### src/rtl/pipeline_pkg.sv
// Shared pipeline definitions: hazard FSM state encoding, register-file constants and the
// ALUOp field width used by ID_EX and the control unit.
package pipeline_pkg;

    localparam logic ST_RUN   = 1'b0;
    localparam logic ST_STALL = 1'b1;

    localparam logic [4:0] REG_ZERO = 5'd0;

    localparam int unsigned ALUOP_W = 2;

    typedef enum logic {
        StRun   = ST_RUN,
        StStall = ST_STALL
    } hz_state_e;

    // Load-use hazard between the load in EX and the instruction in ID; $0 never hazards.
    function automatic logic load_use_hazard(
        input logic       ex_mem_read,
        input logic [4:0] ex_rt,
        input logic [4:0] id_rs,
        input logic [4:0] id_rt,
        input logic       id_uses_rt
    );
        return ex_mem_read && (ex_rt != REG_ZERO) &&
               ((ex_rt == id_rs) || (id_uses_rt && (ex_rt == id_rt)));
    endfunction

endpackage

### src/rtl/sat_counter.sv
// Event counter that saturates at its all-ones value instead of wrapping.
module sat_counter #(
    parameter int unsigned CNT_W = 16
) (
    input  logic             clk,
    input  logic             rst,
    input  logic             inc,
    output logic [CNT_W-1:0] count
);

    logic [CNT_W-1:0] count_q;

    // Synchronous clear; count up while below the maximum.
    always_ff @(posedge clk) begin
        if (rst) begin
            count_q <= '0;
        end else if (inc && (count_q != {CNT_W{1'b1}})) begin
            count_q <= count_q + 1'b1;
        end
    end

    assign count = count_q;

endmodule

### src/rtl/hazard_stall_ctrl.sv
// Load-use stall and taken-branch flush controller for the 5-stage MIPS pipeline.
module hazard_stall_ctrl
    import pipeline_pkg::*;
#(
    parameter int unsigned LOAD_STALL_CYCLES = 1,
    parameter int unsigned CNT_W             = 16
) (
    input  logic             clk,
    input  logic             rst,
    input  logic [4:0]       id_rs,
    input  logic [4:0]       id_rt,
    input  logic             id_uses_rt,
    input  logic             ex_mem_read,
    input  logic [4:0]       ex_rt,
    input  logic             mem_branch_taken,
    output logic             pc_write,
    output logic             if_id_write,
    output logic             if_id_flush,
    output logic             id_ex_bubble,
    output logic             ex_mem_flush,
    output logic             stalling,
    output logic [CNT_W-1:0] stall_cnt,
    output logic [CNT_W-1:0] flush_cnt
);

    localparam logic [3:0] REM_INIT = 4'(LOAD_STALL_CYCLES - 1);

    hz_state_e  state_q;
    logic [3:0] rem_q;
    logic       hz;
    logic       stall_inc;
    logic       flush_inc;

    assign hz = load_use_hazard(ex_mem_read, ex_rt, id_rs, id_rt, id_uses_rt);

    // Control decision from the current state and inputs; a taken branch overrides any stall.
    always_comb begin
        pc_write     = 1'b1;
        if_id_write  = 1'b1;
        if_id_flush  = 1'b0;
        id_ex_bubble = 1'b0;
        ex_mem_flush = 1'b0;
        stalling     = 1'b0;
        stall_inc    = 1'b0;
        flush_inc    = 1'b0;
        if (rst) begin
            pc_write     = 1'b0;
            if_id_write  = 1'b0;
            if_id_flush  = 1'b1;
            id_ex_bubble = 1'b1;
            ex_mem_flush = 1'b1;
        end else begin
            stalling = (state_q == StStall);
            if (mem_branch_taken) begin
                if_id_flush  = 1'b1;
                id_ex_bubble = 1'b1;
                ex_mem_flush = 1'b1;
                flush_inc    = 1'b1;
            end else if ((state_q == StStall) || hz) begin
                // hz is only looked at in RUN; STALL holds regardless of the inputs.
                pc_write     = 1'b0;
                if_id_write  = 1'b0;
                id_ex_bubble = 1'b1;
                stall_inc    = 1'b1;
            end
        end
    end

    // FSM state and remaining-bubble counter.
    always_ff @(posedge clk) begin
        if (rst) begin
            state_q <= StRun;
            rem_q   <= 4'd0;
        end else begin
            unique case (state_q)
                StRun: begin
                    if (!mem_branch_taken && hz) begin
                        rem_q   <= REM_INIT;
                        state_q <= (LOAD_STALL_CYCLES > 1) ? StStall : StRun;
                    end
                end
                StStall: begin
                    if (mem_branch_taken) begin
                        rem_q   <= 4'd0;
                        state_q <= StRun;
                    end else begin
                        rem_q <= rem_q - 4'd1;
                        if (rem_q <= 4'd1) begin
                            state_q <= StRun;
                        end
                    end
                end
                default: begin
                    state_q <= StRun;
                    rem_q   <= 4'd0;
                end
            endcase
        end
    end

    sat_counter #(
        .CNT_W(CNT_W)
    ) u_stall_cnt (
        .clk  (clk),
        .rst  (rst),
        .inc  (stall_inc),
        .count(stall_cnt)
    );

    sat_counter #(
        .CNT_W(CNT_W)
    ) u_flush_cnt (
        .clk  (clk),
        .rst  (rst),
        .inc  (flush_inc),
        .count(flush_cnt)
    );

endmodule

### config.mk
export PLATFORM = sky130hd
export DESIGN_NAME = hazard_stall_ctrl
export DESIGN_NICKNAME = d
export VERILOG_FILES = /design/src/rtl/pipeline_pkg.sv /design/src/rtl/sat_counter.sv /design/src/rtl/hazard_stall_ctrl.sv
export SDC_FILE = /design/constraint.sdc
export NUM_CORES = 1
export LEC_CHECK = 0
export BUFFER_PORTS_ARGS = -buffer_cell sky130_fd_sc_hd__buf_2
export CORE_ASPECT_RATIO = 0.9
export CORE_UTILIZATION = 49
export DETAILED_ROUTE_END_ITERATION = 6
export HOLD_SLACK_MARGIN = 0.02
export PLACE_DENSITY = 0.76
export SKIP_LAST_GASP = 1
export SLEW_MARGIN = 10
export SYNTH_ARGS = -nofsm -noshare
export SYNTH_HDL_FRONTEND = slang
export SYNTH_HIERARCHICAL = 1
export SYNTH_SLANG_ARGS = --single-unit
### constraint.sdc
create_clock -name clk -period 6.05 [get_ports clk]
set_input_delay 0.9075 -clock clk [delete_from_list [all_inputs] [get_ports clk]]
set_output_delay 0.9075 -clock clk [all_outputs]
set_load 0.01 [all_outputs]
# Word level (Yosys, flattened, before mapping)
# Index checks and enable logic that the tools add are counted.
dict set report totals {
  regBits 37
  in_bits 20
  output_inout_bits 38
  wordCells 42
}
dict set report classes {
  n_addsub 3
  n_lt_le_gt_ge 1
  n_eq_ne 5
  mux 18
  n_bitwise 1
  n_reduce_logical 10
}
# operator count
set ops {}
lappend ops {{adder 16 x 1 -> 16 bit, second input constant} 2}
lappend ops {{!= test 16 bit, second input constant} 2}
lappend ops {{2-to-1 mux 1 bit} 14}
lappend ops {{== test 5 bit} 2}
lappend ops {{2-to-1 mux 4 bit} 2}
lappend ops {{one-hot mux 4 bit (2 select lines)} 1}
lappend ops {{logical AND 1 bit} 6}
lappend ops {{nonzero test 5 bit} 1}
lappend ops {{less-or-equal comparator 4 x 1 -> 1 bit, second input constant} 1}
lappend ops {{subtractor 4 x 1 -> 4 bit, second input constant} 1}
lappend ops {{logical OR 1 bit} 2}
lappend ops {{!= test 2 bit, second input constant} 1}
lappend ops {{one-hot mux 1 bit (2 select lines)} 1}
lappend ops {{logical NOT 1 bit} 1}
lappend ops {{NOT 1 bit} 1}

# Logic depth before layout (Yosys ltp)
dict set report depth {
  ltp_word 9
  mapped_depth 9
  mapped_depth_nobuf 9
}

# Hierarchy
# Netlist, hierarchy kept.
# module n_inst cells_per_inst area_each_um2 seq_area_each_um2
set modules_own_cells {}
lappend modules_own_cells {sat_counter 2 99 848.3 320.3}
lappend modules_own_cells {hazard_stall_ctrl 1 58 469.2 100.1}

# Worst setup path after synthesis
# OpenSTA, ideal clock, no wires.
dict set report synth_timing {
  path_kind {input port to output port}
  startpoint {input ex_rt[1]}
  endpoint {output id_ex_bubble}
  arrival_time_ns 2.023
  setup_slack_ns 3.120
  stages 4
  path_buffers 0
  path_cell_list {or4_4 -> o21ai_4 -> nor2_2 -> or3_1}
}
dict set report synth_between {
  elab_chain_cells 8
  word_cells_on_any_way 11
  classes_between {eq/ne (2); mux (3); reduce/logical (6)}
}
# element line
set synth_lines {}
lappend synth_lines {{start, declared} hazard_stall_ctrl.sv:14} ;# input logic [4:0] ex_rt,
lappend synth_lines {{== test 5 bit} pipeline_pkg.sv:26} ;# ((ex_rt == id_rs) || (id_uses_rt && (ex_rt == id_rt)));
lappend synth_lines {{logical AND 1 bit} pipeline_pkg.sv:26}
lappend synth_lines {{logical OR 1 bit} pipeline_pkg.sv:26}
lappend synth_lines {{logical AND 1 bit *} pipeline_pkg.sv:25} ;# return ex_mem_read && (ex_rt != REG_ZERO) &&
lappend synth_lines {{logical OR 1 bit *} hazard_stall_ctrl.sv:59} ;# end else if ((state_q == StStall) || hz) begin
lappend synth_lines {{2-to-1 mux 1 bit *} hazard_stall_ctrl.sv:59}
lappend synth_lines {{2-to-1 mux 1 bit *} hazard_stall_ctrl.sv:54} ;# if (mem_branch_taken) begin
lappend synth_lines {{2-to-1 mux 1 bit *} hazard_stall_ctrl.sv:46} ;# if (rst) begin
lappend synth_lines {{end, declared} hazard_stall_ctrl.sv:19} ;# output logic id_ex_bubble,
# Every way passes the cells marked *; elsewhere a longest branch is shown, timed or not.

# Final worst setup path
# Same ends and word-level chain as after synthesis.

==> results.tsv <==
metric	value	unit
syn2layout_area_growth	18.3	%
dp_hpwl	3430	um
grt_pass1_vias	1937	
rr_worst_depth	5	
leakage	0.972	nW
r2r_slack	4060	ps
p_seq_share	54.5	%
slowest_delay	540	ps
grt_max_degree	45	
antenna_left	0	
synth_cell_types	39	
cts_max_path_buffers	2	
cpMaxStageDelayCell	or4_4	
synthTopCellsByCount	37 x dfxtp_1, 23 x a21oi_1, 17 x nor2_1, 14 x or4_1, 13 x nor3_1	
dr.pass1.iters	4	
globalplace.congestion	0.800	
internal-power	0.347	mW
finalSetupTns	0	ps
cts_resized	0	
synth.ff_latch_count	37	
routed_wl	4950	um
min_to	rem_q[1]$_SDFFE_PP0P_	
place_area	0.00247	sq mm
ir_drop	0.000136	V
worst_pin_slew	782	ps
numCtsBuffers	5	
path_buf_inv	2	
crit_top_cell	buf_2	
max_clock_freq	314	MHz
io_pins	58	
hold_viol_final	0	
die_y	65.1	um
yosysMostFrequentCell	dfxtp_1	
synth_top_area_cell	dfxtp_1	
overflow	0	
synth_edf_count	0	
clkLatencyLatePin	280	ps
crit_path_start_kind	primary input	
outcome	finished clean	
core-area	0.00416	sq mm
hold_class	flip-flop to flip-flop	
final-setup-viol-count	0	
hp-start	rem_q[1]$_SDFFE_PP0P_	
switching_share	22.8	%
r2r_end	u_stall_cnt/count[11]$_SDFFE_PP0P_	
yosysTopAreaCellShare	34.2	%
max_slew_margin	47.5	%
layout-drive-gt1-share	23.9	%
start_util	52.1	%
switching_power	0.103	mW
vias_per_cell	5.81	
synth_nets	280	
die_w	72.1	um
path_cells	buf_2, or4_4, o21ai_4, nor2_2, or3_1, buf_2	
seq_area_frac_synth	34.2	%
ys_warn_count	6	
cts_root_buf	clkbuf_8	
period_minus_slack	3190	ps
hold_buffers	0	
ys_top_cells_by_area	dfxtp_1 34%, a21oi_1 5.3%, or4_1 4.9%	
rows	22	
final.period_utilization	52.7	%
design_area	0.00256	sq mm
cp_top_family	simple AND/OR/NAND/NOR gates	
vias	2145	
h-tree-depth	2	
fin_ws	2860	ps
slew_violations	0	
nets	333	
wl_per_cell	13.4	um
comb_power_share	6.7	%
crit_required	5140	ps
clk_pin_slew	70	ps
synth_area	0.00217	sq mm
p_clk_share	38.8	%
numPortBuffers	57	
drt_iter0_drc	109	
pwr_density_cell	176	mW/mm^2
cts_tree	done	
antenna_cells	0	
cts_setup_buffers	0	
crit_type	primary input to output port	
synthArstFlopShare	0	%
antenna_found_initial	0	
cts.sink_count	37	
hold_depth	2	
crit_path_max_fanout	5	
skew	3.62	ps
syn_inst	256	
grt_usage	22.8	%
grt_first_pass_wirelength	8650	um
cap_violations	0	
synth_ff_type	dfxtp_1	
dieArea	0.00469	sq mm
place_worst_setup_slack	2850	ps
r2r-start	u_stall_cnt/count[0]$_SDFFE_PP0P_	
drc	0	
arrival	2280	ps
synth_area_per_cell	8.46	sq um
grt_setup_unrepaired	no	
endpoint_kind	output port	
## state kept, by name, summed over array words and instances (netlist names)
signal             count
u_stall_cnt/count     16
state_q                1
u_flush_cnt/count     16
rem_q                  4
## final cells by class
cell class,instances,area (sq um)
Clock buffer,7,86.3
Fill cell,385,1600
Inverter,10,37.5
Multi-Input combinational cell,198,1340
Sequential cell,37,741
Tap cell,60,75.1
Timing Repair Buffer,57,285
## routing by layer
layer,wire length (um),vias to the layer above,track usage (%)
li1,-,1077,-
met1,2400,1008,30.8
met2,2280,55,37.3
met3,235,5,4.20
met4,34,0,5.88
met5,0,-,0
## per-stage QoR
stage / power (mW) / hold WS [ps] / cells / util (%)
CTS: 0.454 / 528 / 369 / 61.6
global route: 0.471 / 559 / 369 / 61.6
detailed placement: 0.281 / 515 / 362 / 59.5
floorplan: 0.268 / 471 / 256 / -
finish: 0.450 / 529 / 369 / 61.6
global placement: 0.280 / 514 / 362 / 59.5
## how the worst max path moves through the flow
stage,from,to,slack [ps],cells past startpoint
after global routing,ex_rt[1],id_ex_bubble,2800,6
final,ex_rt[1],id_ex_bubble,2860,6
after CTS,ex_rt[1],id_ex_bubble,2860,6
after global placement,ex_rt[1],id_ex_bubble,2870,6
after detailed placement,ex_rt[3],u_stall_cnt/count[11]$_SDFFE_PP0P_,2850,9
after floorplan,ex_rt[1],id_ex_bubble,3120,4
## cell usage in the layout, fill, tap and decap left out, types with 6 or more instances in the layout
cell type and count:
a21oi_1 23, and4_1 6, buf_2 57, clkbuf_8 6, dfxtp_1 37, inv_1 10
nand2_1 12, nand3_1 12, nand4_1 6, nor2_1 17, nor3_1 13, o21ai_0 9
o31ai_1 12, or3_1 7, or4_1 14, xor2_1 11
## power groups by stage
stage | Clock, mW | Combinational (mW) | Sequential, mW
after floorplan | 0 | 0.0171 | 0.251
after global placement | 0 | 0.0295 | 0.251
after detailed placement | 0 | 0.0300 | 0.251
after CTS | 0.179 | 0.0301 | 0.245
after global routing | 0.192 | 0.0338 | 0.245
final | 0.174 | 0.0300 | 0.245
## worst register-to-register path: cells and delay by family (launching register included)
| family | cells | cell delay, ps |
|---|---|---|
| AND/OR/NAND/NOR | 3 | 910 |
| adder cells (fa/ha/maj) | 1 | 260 |
| multiplexers | 1 | 300 |
| flip-flops | 1 | 410 |
## logic make-up (layout without fill, tap and decap cells)
logic type                 Yosys count  count (layout)  share of synthesized area [%]
AOI/OAI and AO/OA                   58              58                           17.3
muxes                                4               4                           1.96
adders and majority gates            4               4                           2.31
xor gates and xnor gates            16              16                           6.47
buffers and inverters               21              74                           4.10
and+or+nand+nor                    116             116                           33.7
DFF                                 37              37                           34.2
Note: power is estimated with default switching activity, not from simulation.
